[src/rtl/seq_alu_pkg.sv]
// Shared types and helpers for the sequential ALU.
// ALU_MUL_EN selects whether opcode 8 is a legal multi-cycle multiply.
package alu_pkg;

  typedef enum logic [3:0] {
    OP_ADD   = 4'd0,
    OP_SHL1  = 4'd1,
    OP_SHR1  = 4'd2,
    OP_XOR   = 4'd3,
    OP_AND   = 4'd4,
    OP_ROL1  = 4'd5,
    OP_SUB   = 4'd6,
    OP_PASSA = 4'd7,
    OP_MUL   = 4'd8,
    OP_SHLN  = 4'd9,
    OP_SHRN  = 4'd10
  } alu_op_e;

  localparam logic [3:0] OP_ILLEGAL_MIN = 4'd11;

  typedef enum logic {
    IDLE = 1'b0,
    EXEC = 1'b1
  } state_e;

  function automatic logic op_is_illegal(alu_op_e op);
    logic ill;
    ill = (4'(op) >= OP_ILLEGAL_MIN);
`ifndef ALU_MUL_EN
    if (op == OP_MUL) ill = 1'b1;
`endif
    return ill;
  endfunction

  // Cycles from accepted start to done; a zero-count shift still takes one cycle.
  function automatic int op_latency(alu_op_e op, int cnt, int width);
    int lat;
    lat = 1;
    if (!op_is_illegal(op)) begin
      case (op)
        OP_MUL:          lat = width;
        OP_SHLN, OP_SHRN: lat = (cnt < 1) ? 1 : cnt;
        default:         lat = 1;
      endcase
    end
    return lat;
  endfunction

endpackage

[src/rtl/seq_alu_if.sv]
// Start/busy/done handshake bundle between the controller and seq_alu.
interface seq_alu_if #(
  parameter int WIDTH = 8
);
  import alu_pkg::*;

  logic             start_i;
  alu_op_e          op_i;
  logic [WIDTH-1:0] ina_i;
  logic [WIDTH-1:0] inb_i;
  logic             sc_i;
  logic             busy_o;
  logic             done_o;
  logic [WIDTH-1:0] rslt_o;
  logic [WIDTH-1:0] rslt_hi_o;
  logic             sc_o;
  logic             pari_o;
  logic             zero_o;
  logic             illegal_o;

  modport master (
    output start_i, op_i, ina_i, inb_i, sc_i,
    input  busy_o, done_o, rslt_o, rslt_hi_o, sc_o, pari_o, zero_o, illegal_o
  );

  modport slave (
    input  start_i, op_i, ina_i, inb_i, sc_i,
    output busy_o, done_o, rslt_o, rslt_hi_o, sc_o, pari_o, zero_o, illegal_o
  );

endinterface

[src/rtl/seq_alu_shift_add_mul.sv]
// Iterative shift-add unsigned multiplier, one partial product per step; only built with ALU_MUL_EN.
// hi/lo present the product as it will be after the current load/step, so the last step can be captured directly.
module alu_shift_add_mul #(
  parameter int WIDTH = 8,
  parameter int CNTW  = $clog2(WIDTH + 1)
) (
  input  logic             clk,
  input  logic             rst_n,
  input  logic             load,
  input  logic [WIDTH-1:0] a,
  input  logic [WIDTH-1:0] b,
  input  logic             step,
  output logic [WIDTH-1:0] hi,
  output logic [WIDTH-1:0] lo,
  output logic [CNTW-1:0]  cnt
);

  logic [WIDTH-1:0] hi_q;
  logic [WIDTH-1:0] lo_q;
  logic [WIDTH-1:0] mcand_q;
  logic [CNTW-1:0]  cnt_q;

  logic [WIDTH-1:0] cur_hi;
  logic [WIDTH-1:0] cur_lo;
  logic [WIDTH-1:0] cur_mcand;
  logic [WIDTH:0]   sum;

  // A load performs the first partial product straight from the operands.
  always_comb begin
    cur_hi    = load ? '0 : hi_q;
    cur_lo    = load ? b  : lo_q;
    cur_mcand = load ? a  : mcand_q;
    sum       = {1'b0, cur_hi} + (cur_lo[0] ? {1'b0, cur_mcand} : '0);
    hi        = sum[WIDTH:1];
    lo        = {sum[0], cur_lo[WIDTH-1:1]};
  end

  always_ff @(posedge clk or negedge rst_n) begin
    if (!rst_n) begin
      hi_q    <= '0;
      lo_q    <= '0;
      mcand_q <= '0;
      cnt_q   <= '0;
    end else if (load) begin
      hi_q    <= hi;
      lo_q    <= lo;
      mcand_q <= a;
      cnt_q   <= CNTW'(WIDTH - 1);
    end else if (step) begin
      hi_q <= hi;
      lo_q <= lo;
      if (cnt_q != '0) cnt_q <= cnt_q - CNTW'(1);
    end
  end

  assign cnt = cnt_q;

endmodule

[src/rtl/seq_alu.sv]
// Multi-cycle WIDTH-bit ALU with registered results behind a start/busy/done handshake.
// Define ALU_MUL_EN to build the iterative multiplier for opcode 8; otherwise that opcode is illegal.
module seq_alu
  import alu_pkg::*;
#(
  parameter int WIDTH = 8
) (
  input logic      clk,
  input logic      rst_n,
  seq_alu_if.slave bus
);

  localparam int SHW  = $clog2(WIDTH);
  localparam int CNTW = $clog2(WIDTH + 1);

  state_e           state;
  alu_op_e          op_q;
  logic [CNTW-1:0]  cnt_q;
  logic [WIDTH-1:0] sh_q;
  logic             busy_q;
  logic             done_q;
  logic [WIDTH-1:0] rslt_q;
  logic             sc_q;
  logic             pari_q;
  logic             zero_q;
  logic             illegal_q;

  logic             accept;
  int               lat;
  logic [SHW-1:0]   shamt;
  logic [WIDTH:0]   fast_sum;
  logic [WIDTH-1:0] fast_rslt;
  logic             fast_sc;
  logic             fast_illegal;
  logic [WIDTH-1:0] step_src;
  logic [WIDTH-1:0] step_nxt;
  logic             step_out;
  alu_op_e          step_op;
  logic [WIDTH-1:0] fin_rslt;
  logic             fin_sc;
  logic             last;

  assign accept = bus.start_i && (state == IDLE);
  assign shamt  = bus.inb_i[SHW-1:0];
  assign lat    = op_latency(bus.op_i, int'(shamt), WIDTH);

`ifdef ALU_MUL_EN
  logic [WIDTH-1:0] mul_hi;
  logic [WIDTH-1:0] mul_lo;
  logic [CNTW-1:0]  mul_cnt;
  logic [WIDTH-1:0] rslt_hi_q;
  logic [WIDTH-1:0] fin_hi;

  alu_shift_add_mul #(
    .WIDTH (WIDTH),
    .CNTW  (CNTW)
  ) u_mul (
    .clk   (clk),
    .rst_n (rst_n),
    .load  (accept && (bus.op_i == OP_MUL)),
    .a     (bus.ina_i),
    .b     (bus.inb_i),
    .step  ((state == EXEC) && (op_q == OP_MUL)),
    .hi    (mul_hi),
    .lo    (mul_lo),
    .cnt   (mul_cnt)
  );

  assign bus.rslt_hi_o = rslt_hi_q;
  assign last = (op_q == OP_MUL) ? (mul_cnt == CNTW'(1)) : (cnt_q == CNTW'(1));
`else
  assign bus.rslt_hi_o = '0;
  assign last = (cnt_q == CNTW'(1));
`endif

  // One-bit shift step, fed from the operand at accept time and from sh_q while iterating.
  always_comb begin
    step_src = (state == IDLE) ? bus.ina_i : sh_q;
    step_op  = (state == IDLE) ? bus.op_i  : op_q;
    if (step_op == OP_SHRN) begin
      step_nxt = {1'b0, step_src[WIDTH-1:1]};
      step_out = step_src[0];
    end else begin
      step_nxt = {step_src[WIDTH-2:0], 1'b0};
      step_out = step_src[WIDTH-1];
    end
  end

  always_comb begin
    fast_sum     = '0;
    fast_rslt    = '0;
    fast_sc      = 1'b0;
    fast_illegal = op_is_illegal(bus.op_i);
    case (bus.op_i)
      OP_ADD: begin
        fast_sum = {1'b0, bus.ina_i} + {1'b0, bus.inb_i} + {{WIDTH{1'b0}}, bus.sc_i};
        {fast_sc, fast_rslt} = fast_sum;
      end
      OP_SHL1:  {fast_sc, fast_rslt} = {bus.ina_i, bus.sc_i};
      OP_SHR1:  {fast_rslt, fast_sc} = {bus.sc_i, bus.ina_i};
      OP_XOR:   fast_rslt = bus.ina_i ^ bus.inb_i;
      OP_AND:   fast_rslt = bus.ina_i & bus.inb_i;
      OP_ROL1:  fast_rslt = {bus.ina_i[WIDTH-2:0], bus.ina_i[WIDTH-1]};
      OP_SUB: begin
        fast_sum = {1'b0, bus.ina_i} - {1'b0, bus.inb_i} + {{WIDTH{1'b0}}, bus.sc_i};
        {fast_sc, fast_rslt} = fast_sum;
      end
      OP_PASSA: fast_rslt = bus.ina_i;
      OP_SHLN, OP_SHRN: begin
        if (shamt == '0) begin
          fast_rslt = bus.ina_i;
        end else begin
          fast_rslt = step_nxt;
          fast_sc   = step_out;
        end
      end
      default: begin
        fast_rslt = '0;
        fast_sc   = 1'b0;
      end
    endcase
  end

  always_comb begin
    fin_rslt = step_nxt;
    fin_sc   = step_out;
`ifdef ALU_MUL_EN
    fin_hi   = '0;
    if (op_q == OP_MUL) begin
      fin_rslt = mul_lo;
      fin_hi   = mul_hi;
      fin_sc   = |mul_hi;
    end
`endif
  end

  // Single-cycle ops finish on the accepting edge; the rest iterate in EXEC until the count runs out.
  always_ff @(posedge clk or negedge rst_n) begin
    if (!rst_n) begin
      state     <= IDLE;
      op_q      <= OP_ADD;
      cnt_q     <= '0;
      sh_q      <= '0;
      busy_q    <= 1'b0;
      done_q    <= 1'b0;
      rslt_q    <= '0;
      sc_q      <= 1'b0;
      pari_q    <= 1'b0;
      zero_q    <= 1'b0;
      illegal_q <= 1'b0;
`ifdef ALU_MUL_EN
      rslt_hi_q <= '0;
`endif
    end else begin
      done_q <= 1'b0;
      case (state)
        IDLE: begin
          if (accept) begin
            op_q <= bus.op_i;
            if (lat > 1) begin
              state  <= EXEC;
              busy_q <= 1'b1;
              cnt_q  <= CNTW'(lat - 1);
              sh_q   <= step_nxt;
            end else begin
              done_q    <= 1'b1;
              rslt_q    <= fast_rslt;
              sc_q      <= fast_sc;
              pari_q    <= ^fast_rslt;
              zero_q    <= ~|fast_rslt;
              illegal_q <= fast_illegal;
`ifdef ALU_MUL_EN
              rslt_hi_q <= '0;
`endif
            end
          end
        end
        EXEC: begin
          if (last) begin
            state     <= IDLE;
            busy_q    <= 1'b0;
            done_q    <= 1'b1;
            cnt_q     <= '0;
            rslt_q    <= fin_rslt;
            sc_q      <= fin_sc;
            pari_q    <= ^fin_rslt;
            zero_q    <= ~|fin_rslt;
            illegal_q <= 1'b0;
`ifdef ALU_MUL_EN
            rslt_hi_q <= fin_hi;
`endif
          end else begin
            cnt_q <= cnt_q - CNTW'(1);
            sh_q  <= step_nxt;
          end
        end
        default: state <= IDLE;
      endcase
    end
  end

  assign bus.busy_o    = busy_q;
  assign bus.done_o    = done_q;
  assign bus.rslt_o    = rslt_q;
  assign bus.sc_o      = sc_q;
  assign bus.pari_o    = pari_q;
  assign bus.zero_o    = zero_q;
  assign bus.illegal_o = illegal_q;

endmodule

[src/flat_wrapper.sv]
// flat-port wrapper written by rule: the top's interface ports become plain ports
module seq_alu_flat import alu_pkg::*;
#(
  parameter int WIDTH = 8
)
  (clk, rst_n, bus_start_i, bus_op_i, bus_ina_i, bus_inb_i, bus_sc_i, bus_busy_o, bus_done_o, bus_rslt_o, bus_rslt_hi_o, bus_sc_o, bus_pari_o, bus_zero_o, bus_illegal_o);
  seq_alu_if #(.WIDTH(WIDTH)) bus_i ();
  input logic clk;
  input logic rst_n;
  input wire logic [$bits(bus_i.start_i)-1:0] bus_start_i;
  input wire logic [$bits(bus_i.op_i)-1:0] bus_op_i;
  input wire logic [$bits(bus_i.ina_i)-1:0] bus_ina_i;
  input wire logic [$bits(bus_i.inb_i)-1:0] bus_inb_i;
  input wire logic [$bits(bus_i.sc_i)-1:0] bus_sc_i;
  output wire logic [$bits(bus_i.busy_o)-1:0] bus_busy_o;
  output wire logic [$bits(bus_i.done_o)-1:0] bus_done_o;
  output wire logic [$bits(bus_i.rslt_o)-1:0] bus_rslt_o;
  output wire logic [$bits(bus_i.rslt_hi_o)-1:0] bus_rslt_hi_o;
  output wire logic [$bits(bus_i.sc_o)-1:0] bus_sc_o;
  output wire logic [$bits(bus_i.pari_o)-1:0] bus_pari_o;
  output wire logic [$bits(bus_i.zero_o)-1:0] bus_zero_o;
  output wire logic [$bits(bus_i.illegal_o)-1:0] bus_illegal_o;
  assign bus_i.start_i = bus_start_i;
  assign bus_i.op_i = bus_op_i;
  assign bus_i.ina_i = bus_ina_i;
  assign bus_i.inb_i = bus_inb_i;
  assign bus_i.sc_i = bus_sc_i;
  assign bus_busy_o = bus_i.busy_o;
  assign bus_done_o = bus_i.done_o;
  assign bus_rslt_o = bus_i.rslt_o;
  assign bus_rslt_hi_o = bus_i.rslt_hi_o;
  assign bus_sc_o = bus_i.sc_o;
  assign bus_pari_o = bus_i.pari_o;
  assign bus_zero_o = bus_i.zero_o;
  assign bus_illegal_o = bus_i.illegal_o;
  seq_alu #(.WIDTH(WIDTH)) u_core (.clk(clk), .rst_n(rst_n), .bus(bus_i));
endmodule
[config.mk]
export PLATFORM = sky130hd
export DESIGN_NAME = seq_alu_flat
export DESIGN_NICKNAME = d
export VERILOG_FILES = /design/src/rtl/seq_alu_pkg.sv /design/src/rtl/seq_alu_if.sv /design/src/rtl/seq_alu_shift_add_mul.sv /design/src/rtl/seq_alu.sv /design/src/flat_wrapper.sv
export SDC_FILE = /design/constraint.sdc
export NUM_CORES = 1
export LEC_CHECK = 0
export CORE_UTILIZATION = 57
export CTS_CLUSTER_DIAMETER = 100
export DETAILED_ROUTE_END_ITERATION = 16
export PLACE_DENSITY_LB_ADDON = 0.3
export SYNTH_ARGS = -nofsm -noshare
export SYNTH_HDL_FRONTEND = slang
export SYNTH_SLANG_ARGS = --single-unit
[constraint.sdc]
create_clock -name clk -period 2.77 [get_ports clk]
set_clock_uncertainty 0.15 [all_clocks]
set_input_delay 0.277 -clock clk [delete_from_list [all_inputs] [get_ports clk]]
set_output_delay 0.277 -clock clk [all_outputs]
set_load 0.03 [all_outputs]
==> results of run 1 <==
-- timing repair --
action                                  in CTS
pin swaps                                   18
endpoints found under the setup margin      26
setup buffers                                6
resized for setup                           44
-- cell usage after synthesis, types with 3 or more instances --
master     count
inv_1         34
o22ai_1        4
nor2_1        28
ha_1          37
fa_1           3
nand2_1       28
o21ai_1        9
o211a_1        3
nand2b_1       6
nand4_1        3
a211oi_1       7
a31oi_1        5
dfrtp_1       31
clkbuf_1       5
nor4_1         6
nand3_1       10
or3_1          4
mux2_2         8
o21ai_0       22
mux2i_1       16
a22oi_1        6
nor2b_1       14
a21oi_1       26
a21o_1         3
buf_4         10
a2bb2oi_1      3
buf_2          8
o211ai_1       4
nor3_1        11
o31ai_1        4
xor2_1         5
xnor2_1       12
-- kinds of logic after synthesis --
family / count (synthesis) / synth area share, %
AO/OA/AOI/OAI: 122 / 23.2
XOR/XNOR: 18 / 4.60
adder cells (fa/ha/maj): 40 / 14.6
buffers and inverters: 61 / 8.44
flip-flops: 31 / 21.6
multiplexers: 28 / 8.93
other: 2 / 0.209
AND/OR/NAND/NOR: 125 / 18.4
-- through the flow --
stage	instances	util (%)	area, sq um
2_1_floorplan	435	-	3660
3_3_place_gp	658	83.7	5010
3_5_place_dp	658	83.7	5010
4_1_cts	671	88.5	5300
-- per-layer routing --
| metal | global-route usage [%] | GRT overflow |
|---|---|---|
| met5 | 6.67 | 0 |
| met2 | 85.7 | 1 |
| met1 | 66.1 | 0 |
| met4 | 68.8 | 2 |
| met3 | 49.8 | 0 |
==> results.cfg, run 1 <==
[run_status]
status = stopped before the end
last-stage-reached = global routing (5_1_grt)
error = [ERROR GRT-0232] Routing congestion too high. Check the congestion heatmap in the GUI.

[sta]
crit_endpoint = u_core.bus.pari_o$_DFFE_PN0P_/D
worst-ep-kind = register data pin

[synth]
synth_flop_cell = dfrtp_1
synth_area_leaders = dfrtp_1 (22%), ha_1 (13%), mux2i_1 (4.5%)
synth-async-reset-ratio_pct = 100
synth_top_area_cell = dfrtp_1
synth_top_area_share_pct = 21.6
syn_area_sq_um = 3590
ys_ff_latch = 31
yosysWarnings = 0
avgSynthCellArea_sq_um = 8.40
ys_types = 71
yosysSeqAreaShare_pct = 21.6
syn_inst = 427
synth_edf_count = 0

[place]
place_ws_ns = -1.00
place.gp.congestion = 0.947
dpl.hpwl_microns = 10300
portBuffers = 37

[global_routing]
grt_max_degree = 32
grt_use_total_pct = 66.9
grt_overflow = 3

[floorplan]
ios = 46
rows = 28
dieWidth_microns = 81.3
die_y_microns = 81.3
start_util_pct = 59.9

[clocking]
cts_root_buf = clkbuf_8
holdBufCountCts = 0
cts_buffer_depth = 2
cts.htree.levels = 2
cts_buffers = 5
clock-sinks = 31
==> run 2, diff against run 1 <==
Settings changed: CORE_UTILIZATION 57 to 40, CTS_CLUSTER_DIAMETER 100 to not set, PLACE_DENSITY_LB_ADDON 0.3 to 0.15.
==> results.cfg, run 2 <==
[finish]
final_common_cell = buf_4
drive_gt1_share_pct = 39.1
regArea_sq_um = 776
fill_cells = 758
layout_common_cells = buf_4 (144), dfrtp_1 (31), nand2_1 (27), inv_1 (25), a21oi_1 (25)
diodes = 0
area_delta_synth_final_pct = 54.7
multi_input_area_sq_um = 2880
nets = 667

[run_status]
violations = negative setup slack
status = finished, violations left

[critical_path]
crit_type = in -> reg
critPathMaxFanout = 15
crit_required_ns = 2.78
critPathLaunchType = primary input
cp.arrival_ns = 3.00
end_kind = register

[synth]
synth_compound_area_share_pct = 23.2
avgSynthCellArea_sq_um = 8.40
ys_types = 71
synth_top_family_by_area = compound AO/OA/AOI/OAI gates
syn_area_sq_um = 3590
synth_area_leaders = dfrtp_1 (22%), ha_1 (13%), mux2i_1 (4.5%)
synth-async-reset-ratio_pct = 100
synth_fa_ha_area_share_pct = 14.6
yosysWarnings = 0
synth_flop_cell = dfrtp_1
synth_top_area_share_pct = 21.6
yosysSeqAreaShare_pct = 21.6
synthSimpleGateAreaFrac_pct = 18.4
synth_common_cells = ha_1 (37), inv_1 (34), dfrtp_1 (31)
synthMuxAreaShare_pct = 8.93
syn_inst = 427
synthMostInstantiatedCell = ha_1
synth_edf_count = 0
synth_xor_area_share_pct = 4.60
ys_ff_latch = 31
synth_top_area_cell = dfrtp_1

[detailed_routing]
first_pass_iters = 5
num_vias = 3916
wl_per_cell_microns = 16.6
postRouteAntennaNets = 0
drc = 0
viasPerCell = 5.51
dr.first_iter.drc_count = 144
drt-total-wl_microns = 11800

[run]
cap_violations = 0

[place]
dpl.hpwl_microns = 9260
place.gp.congestion = 0.857
portBuffers = 37

[sta]
rsz0062_at_grt = yes
finalCritPeriodShare_pct = 108
worst_slew_pin_slew_ns = 0.545
hold-worst-slack_ns = 0.235
max_freq_ghz = 0.334
fin_ws_ns = -0.221
period_minus_slack_ns = 2.99
hold_viol_final = 0
finalSetupViolCount = 2
drv_slew = 0
slew-limit-headroom_pct = 63.4

[clocking]
cts.htree.levels = 2
holdBufCountCts = 0
cts_buffers = 5
worstSkewPairLatency_ns = 0.28
cts_root_buf = clkbuf_8
cts_tree = yes
clk_pin_slew_ns = 0.06
clock-sinks = 31
cts_buffer_depth = 2

[floorplan]
dieWidth_microns = 96.7
ios = 46
die_area_sq_um = 9350
core_area_sq_um = 8720
rows = 34
start_util_pct = 41.1
die_y_microns = 96.7

[global_routing]
grt_overflow = 0
grt_first_pass_wirelength_microns = 19600
antenna_found_initial = 0
grt_pass1_vias = 3999
grt_max_degree = 32
grt_use_total_pct = 25.4

[power]
p_total_mw = 3.63
powerDensity_nw_per_um2 = 654
ir_worst_vdd_v = 0.000295
power.leakage_nw = 2.51

[hold_path]
min_path_type = in -> async
==> run 2: cell type report <==
cell class / instances / area share [%]
Timing Repair Buffer: 188 / 27.5
Sequential cell: 31 / 14.0
Clock buffer: 6 / 1.49
Clock inverter: 1 / 0.0902
Inverter: 34 / 2.64
Tap cell: 108 / 2.43
Multi-Input combinational cell: 343 / 51.8
==> run 2: stage by stage <==
step           std cells  utilization, %  TNS [ns]  setup WS [ns]  cell area (sq um)
2_1_floorplan        435               -    -0.260         -0.205               3660
3_3_place_gp         693            57.8    -11.19         -0.932               5040
3_5_place_dp         693            57.8    -12.21          -1.01               5040
4_1_cts              710            61.8    -0.535         -0.367               5390
5_1_grt              711            63.7    -0.427         -0.307               5550
6_report             711            63.7    -0.265         -0.221               5550
==> run 2: final timing paths <==
check | slack [ns] | end | start | cells after the start
hold / removal | 0.24 | u_core.bus.sc_o$_DFFE_PN0P_ | rst_n | 2
min in group clk | 0.35 | u_core.bus.sc_o$_DFFE_PN0P_ | u_core.bus.sc_o$_DFFE_PN0P_ | 2
setup / recovery | -0.22 | u_core.bus.pari_o$_DFFE_PN0P_ | bus_op_i[2] | 14
max in group asynchronous | 1.93 | u_core.op_q[1]$_DFFE_PN0P_ | rst_n | 2
setup reg to reg | -0.18 | u_core.bus.pari_o$_DFFE_PN0P_ | u_core.op_q[0]$_DFFE_PN0P_ | 12
hold reg to reg | 0.35 | u_core.bus.sc_o$_DFFE_PN0P_ | u_core.bus.sc_o$_DFFE_PN0P_ | 2
==> run 2: metal layers <==
| layer | track usage, % | wire length (microns) | up-vias | share of wire (%) |
|---|---|---|---|---|
| met5 | 0 | 0 | - | 0 |
| met4 | 9.76 | 305 | 0 | 2.6 |
| met3 | 1.88 | 490 | 28 | 4.1 |
| met2 | 44.3 | 6000 | 120 | 51 |
| met1 | 32.6 | 5050 | 1878 | 43 |
| li1 | - | - | 1890 | - |
==> run 2: kinds of logic after synthesis <==
group / after synthesis
flip-flops: 31
AO/OA/AOI/OAI: 122
AND/OR/NAND/NOR: 125
adder cells (fa/ha/maj): 40
other: 2
multiplexers: 28
buffers and inverters: 61
XOR/XNOR: 18
==> run 2: repair_timing <==
action	in CTS	in global routing
pin swaps	24	20
resized for setup	55	45
setup endpoints to repair	23	23
setup buffers	10	5
==> run 2: worst max-delay path, cell delays in order <==
cell,delay [ns]
clkdlybuf4s50_1,0.50
buf_4,0.23
nor2b_1,0.09
buf_4,0.16
a221oi_1,0.29
a211o_1,0.16
o211ai_1,0.13
a211oi_2,0.20
buf_4,0.17
ha_1,0.26
xor2_2,0.19
xnor2_1,0.12
a21oi_1,0.13
o21ai_1,0.09
==> run 2: power breakdown <==
part           leakage (nW)  total (mW)  switching (mW)  internal (mW)
sequential            0.376       0.833           0.160          0.673
clock                0.0470       0.360           0.166          0.195
combinational          2.09        2.44            1.24           1.19
No activity file was read; power rests on OpenSTA's default activity.
==> run 3, diff against run 2 <==
Settings changed: SKIP_CTS_REPAIR_TIMING set to 1.
==> results.cfg, run 3 (synthesis gave the netlist of run 2 again) <==
[run_status]
status = finished, violations left
violations = negative setup slack

[finish]
drive_gt1_share_pct = 36.4
area_delta_synth_final_pct = 52.5
layout_common_cells = buf_4 (145), dfrtp_1 (31), inv_1 (29), clkdlybuf4s50_1 (29), nand2_1 (27)
finalCoreUtilization_pct = 62.8
nets = 663
stdcell_count = 707
final_common_cell = buf_4
diodes = 0

[detailed_routing]
viasPerCell = 5.50
postRouteAntennaNets = 0
first_pass_iters = 5
drt-total-wl_microns = 11700
drc = 0
dr.first_iter.drc_count = 127
num_vias = 3886
wl_per_cell_microns = 16.5

[critical_path]
end_kind = register
critPathLaunchType = primary input
crit_type = in -> reg
critPathMaxFanout = 2
crit_required_ns = 2.78
cp.arrival_ns = 3.16

[run]
cap_violations = 0

[sta]
period_minus_slack_ns = 3.15
slew-limit-headroom_pct = 60.5
hold_viol_final = 0
fin_ws_ns = -0.379
rsz0062_at_grt = yes
finalSetupViolCount = 2
finalCritPeriodShare_pct = 114
worst_slew_pin_slew_ns = 0.588
drv_slew = 0
hold-worst-slack_ns = 0.235
max_freq_ghz = 0.318
final.setup.tns_ns = -0.557

[clocking]
cts_tree = yes
clk_pin_slew_ns = 0.06
clock-sinks = 31
worstSkewPairLatency_ns = 0.28
cts_buffers = 5
cts_root_buf = clkbuf_8
cts.htree.levels = 2
cts_buffer_depth = 2

[global_routing]
grt_use_total_pct = 24.4
grt_first_pass_wirelength_microns = 18800
grt_pass1_vias = 3840
grt_overflow = 0
grt_max_degree = 32
antenna_found_initial = 0

[floorplan]
rows = 34
die_area_sq_um = 9350
start_util_pct = 41.1
dieWidth_microns = 96.7
die_y_microns = 96.7
ios = 46
core_area_sq_um = 8720

[place]
dpl.hpwl_microns = 9260
place_ws_ns = -1.01
portBuffers = 37
place.gp.congestion = 0.857
dp.cells = 693

[hold_path]
min_path_type = in -> async

[power]
power.leakage_nw = 2.52
powerDensity_nw_per_um2 = 658
ir_worst_vdd_v = 0.000294
-- run 3: worst paths after layout --
kind | to | slack (ns) | startpoint | cells after the start
max in group asynchronous | u_core.op_q[1]$_DFFE_PN0P_ | 1.94 | rst_n | 2
hold / removal | u_core.sh_q[6]$_DFFE_PN0P_ | 0.24 | rst_n | 2
setup / recovery | u_core.bus.pari_o$_DFFE_PN0P_ | -0.38 | bus_ina_i[0] | 16
min in group clk | u_core.bus.sc_o$_DFFE_PN0P_ | 0.35 | u_core.bus.sc_o$_DFFE_PN0P_ | 2
hold reg to reg | u_core.bus.sc_o$_DFFE_PN0P_ | 0.35 | u_core.bus.sc_o$_DFFE_PN0P_ | 2
setup reg to reg | u_core.bus.pari_o$_DFFE_PN0P_ | -0.25 | u_core.op_q[0]$_DFFE_PN0P_ | 12
-- run 3: power by group --
group	total, mW	internal, mW	switching [mW]
Sequential	0.832	0.673	0.158
Clock	0.360	0.195	0.165
Combinational	2.41	1.18	1.23
Total	3.60	2.04	1.56
-- run 3: critical path, cell delays in order --
cell and delay, ns:
buf_6 0.07, buf_6 0.12, inv_12 0.03, ha_4 0.26
inv_4 0.03, ha_4 0.15, fa_1 0.54, inv_1 0.04
mux4_2 0.48, a211oi_4 0.26, nor2_1 0.07, ha_2 0.30
xor2_2 0.18, xnor2_1 0.12, a21oi_1 0.15, o21ai_1 0.07
-- run 3: metrics by stage --
stage / power, mW / area [sq um]
2_1_floorplan: 2.17 / 3660
3_3_place_gp: 3.04 / 5040
3_5_place_dp: 3.09 / 5040
4_1_cts: 3.47 / 5130
5_1_grt: 3.84 / 5470
6_report: 3.60 / 5470
-- run 3: cell type report --
class / instances / area, sq um
clock inverters: 1 / 5.00
inverters: 34 / 143
flip-flops and latches: 31 / 776
well taps: 108 / 135
fillers: 774 / 3250
multi-input cells: 343 / 2840
repair buffers: 184 / 1490
clock buffers: 6 / 82.6
-- run 3: layer usage --
metal	track usage, %	wire length, microns	part of all wire (%)
met5	0	0	0
met4	8.04	303	2.6
met3	1.66	415	3.6
met2	42.0	5920	51
met1	32.3	5040	43
==> run 4, diff against run 3 <==
Settings changed: CORE_UTILIZATION 40 to 55.
==> results.cfg, run 4 (synthesis gave the netlist of run 2 again) <==
[critical_path]
end_kind = register
cp.arrival_ns = 3.24
crit_required_ns = 2.79
crit_start = u_core.op_q[2]$_DFFE_PN0P_
critPathLaunchType = register
crit_type = reg -> reg
reg2reg_to = u_core.bus.pari_o$_DFFE_PN0P_
r2r_start = u_core.op_q[2]$_DFFE_PN0P_
critPathMaxFanout = 6
r2r_cells = 13
rrSetupSlack_ns = -0.44

[clocking]
cts_root_buf = clkbuf_8
cts_buffers = 5
worstSkewPairLatency_ns = 0.29
clk_pin_slew_ns = 0.08
clock-sinks = 31
cts_buffer_depth = 2
cts_tree = yes
cts.htree.levels = 2

[sta]
rsz0062_at_grt = yes
hold_viol_final = 0
finalSetupViolCount = 2
fin_ws_ns = -0.443
max_freq_ghz = 0.311
finalCritPeriodShare_pct = 116
period_minus_slack_ns = 3.21
worst_slew_pin_slew_ns = 0.537
drv_slew = 0
slew-limit-headroom_pct = 63.9

[detailed_routing]
drc = 0
dr.first_iter.drc_count = 444
postRouteAntennaNets = 0
wl_per_cell_microns = 19.9
drt-total-wl_microns = 13500
first_pass_iters = 5
viasPerCell = 6.27
num_vias = 4247

[power]
power.leakage_nw = 2.54
powerDensity_nw_per_um2 = 705
p_total_mw = 3.84
ir_worst_vdd_v = 0.000709

[place]
dpl.hpwl_microns = 9470
place.gp.congestion = 0.910
post_dp_cell_area_sq_um = 4980
portBuffers = 37

[run_status]
status = finished, violations left
violations = negative setup slack

[finish]
diodes = 0
area_delta_synth_final_pct = 51.9
layout_common_cells = buf_4 (144), dfrtp_1 (31), inv_1 (30), clkdlybuf4s50_1 (29), nand2_1 (27)
nets = 663
fill_cells = 326
final_common_cell = buf_4
fin_area_sq_um = 5450
drive_gt1_share_pct = 36.7

[global_routing]
grt_max_degree = 32
grt_use_total_pct = 35.6
grt_first_pass_wirelength_microns = 18200
grt_pass1_vias = 3801
antenna_found_initial = 0
grt_overflow = 0

[floorplan]
ios = 46
start_util_pct = 56.8
dieWidth_microns = 82.8
core_area_sq_um = 6310
die_y_microns = 82.8
rows = 29
die_area_sq_um = 6850

[hold_path]
min_path_type = in -> async

[run]
cap_violations = 0
run 4: changes by cell type in the layout (fill, tap and decap cells not counted), sizes merged:
cell          delta
clkbuf           +1
dlymetal6s2s     +1
clkinv           -1
run 4: worst max-delay path by stage:
| stage | endpoint | slack [ns] | cells after the start |
|---|---|---|---|
| final | u_core.bus.pari_o$_DFFE_PN0P_ | -0.44 | 13 |
| after global routing | u_core.bus.pari_o$_DFFE_PN0P_ | -0.54 | 16 |
| after CTS | u_core.bus.pari_o$_DFFE_PN0P_ | -0.73 | 16 |
| after detailed placement | u_core.bus.pari_o$_DFFE_PN0P_ | -1.01 | 16 |
| after global placement | u_core.bus.pari_o$_DFFE_PN0P_ | -0.93 | 16 |
| after floorplan | u_core.bus.pari_o$_DFFE_PN0P_ | -0.21 | 14 |
run 4: worst max-delay path, cell delays in order (launching register included):
cell and delay [ns]:
dfrtp_1 0.42, nor4bb_1 0.44, buf_4 0.20, buf_4 0.14
nand2_1 0.06, o211ai_1 0.16, o21a_1 0.31, inv_1 0.17
ha_1 0.35, xnor2_1 0.23, xnor2_1 0.16, nor2_1 0.06
a21oi_1 0.15, o21ai_1 0.08
run 4: per-layer routing:
layer  part of all wire (%)  GRT usage, %  wire length, microns
met3                    7.6          4.26                  1030
met5                      0             0                     0
met4                    5.3          16.4                   719
met2                     51          63.9                  6830
met1                     36          41.9                  4930
run 4: power by group:
group / internal [mW] / switching [mW]
Sequential: 0.673 / 0.181
Clock: 0.227 / 0.181
Combinational: 1.21 / 1.37
run 4: area by class of cell:
type	count	area (sq um)	area share, %
Tap cell	77	96.3	1.77
Sequential cell	31	776	14.2
Clock buffer	8	100	1.84
Inverter	34	143	2.62
Timing Repair Buffer	184	1500	27.6
Multi-Input combinational cell	343	2830	52.0
run 4: metrics by stage:
stage	utilization (%)	setup TNS (ns)	setup slack, ns	instances	hold slack [ns]
floorplan	-	-0.260	-0.205	435	-0.169
global placement	78.9	-9.83	-0.934	659	0.319
detailed placement	78.9	-12.35	-1.01	659	0.341
CTS	80.5	-5.82	-0.726	667	0.241
global route	86.3	-1.19	-0.542	677	0.287
finish	86.3	-0.625	-0.443	677	0.225
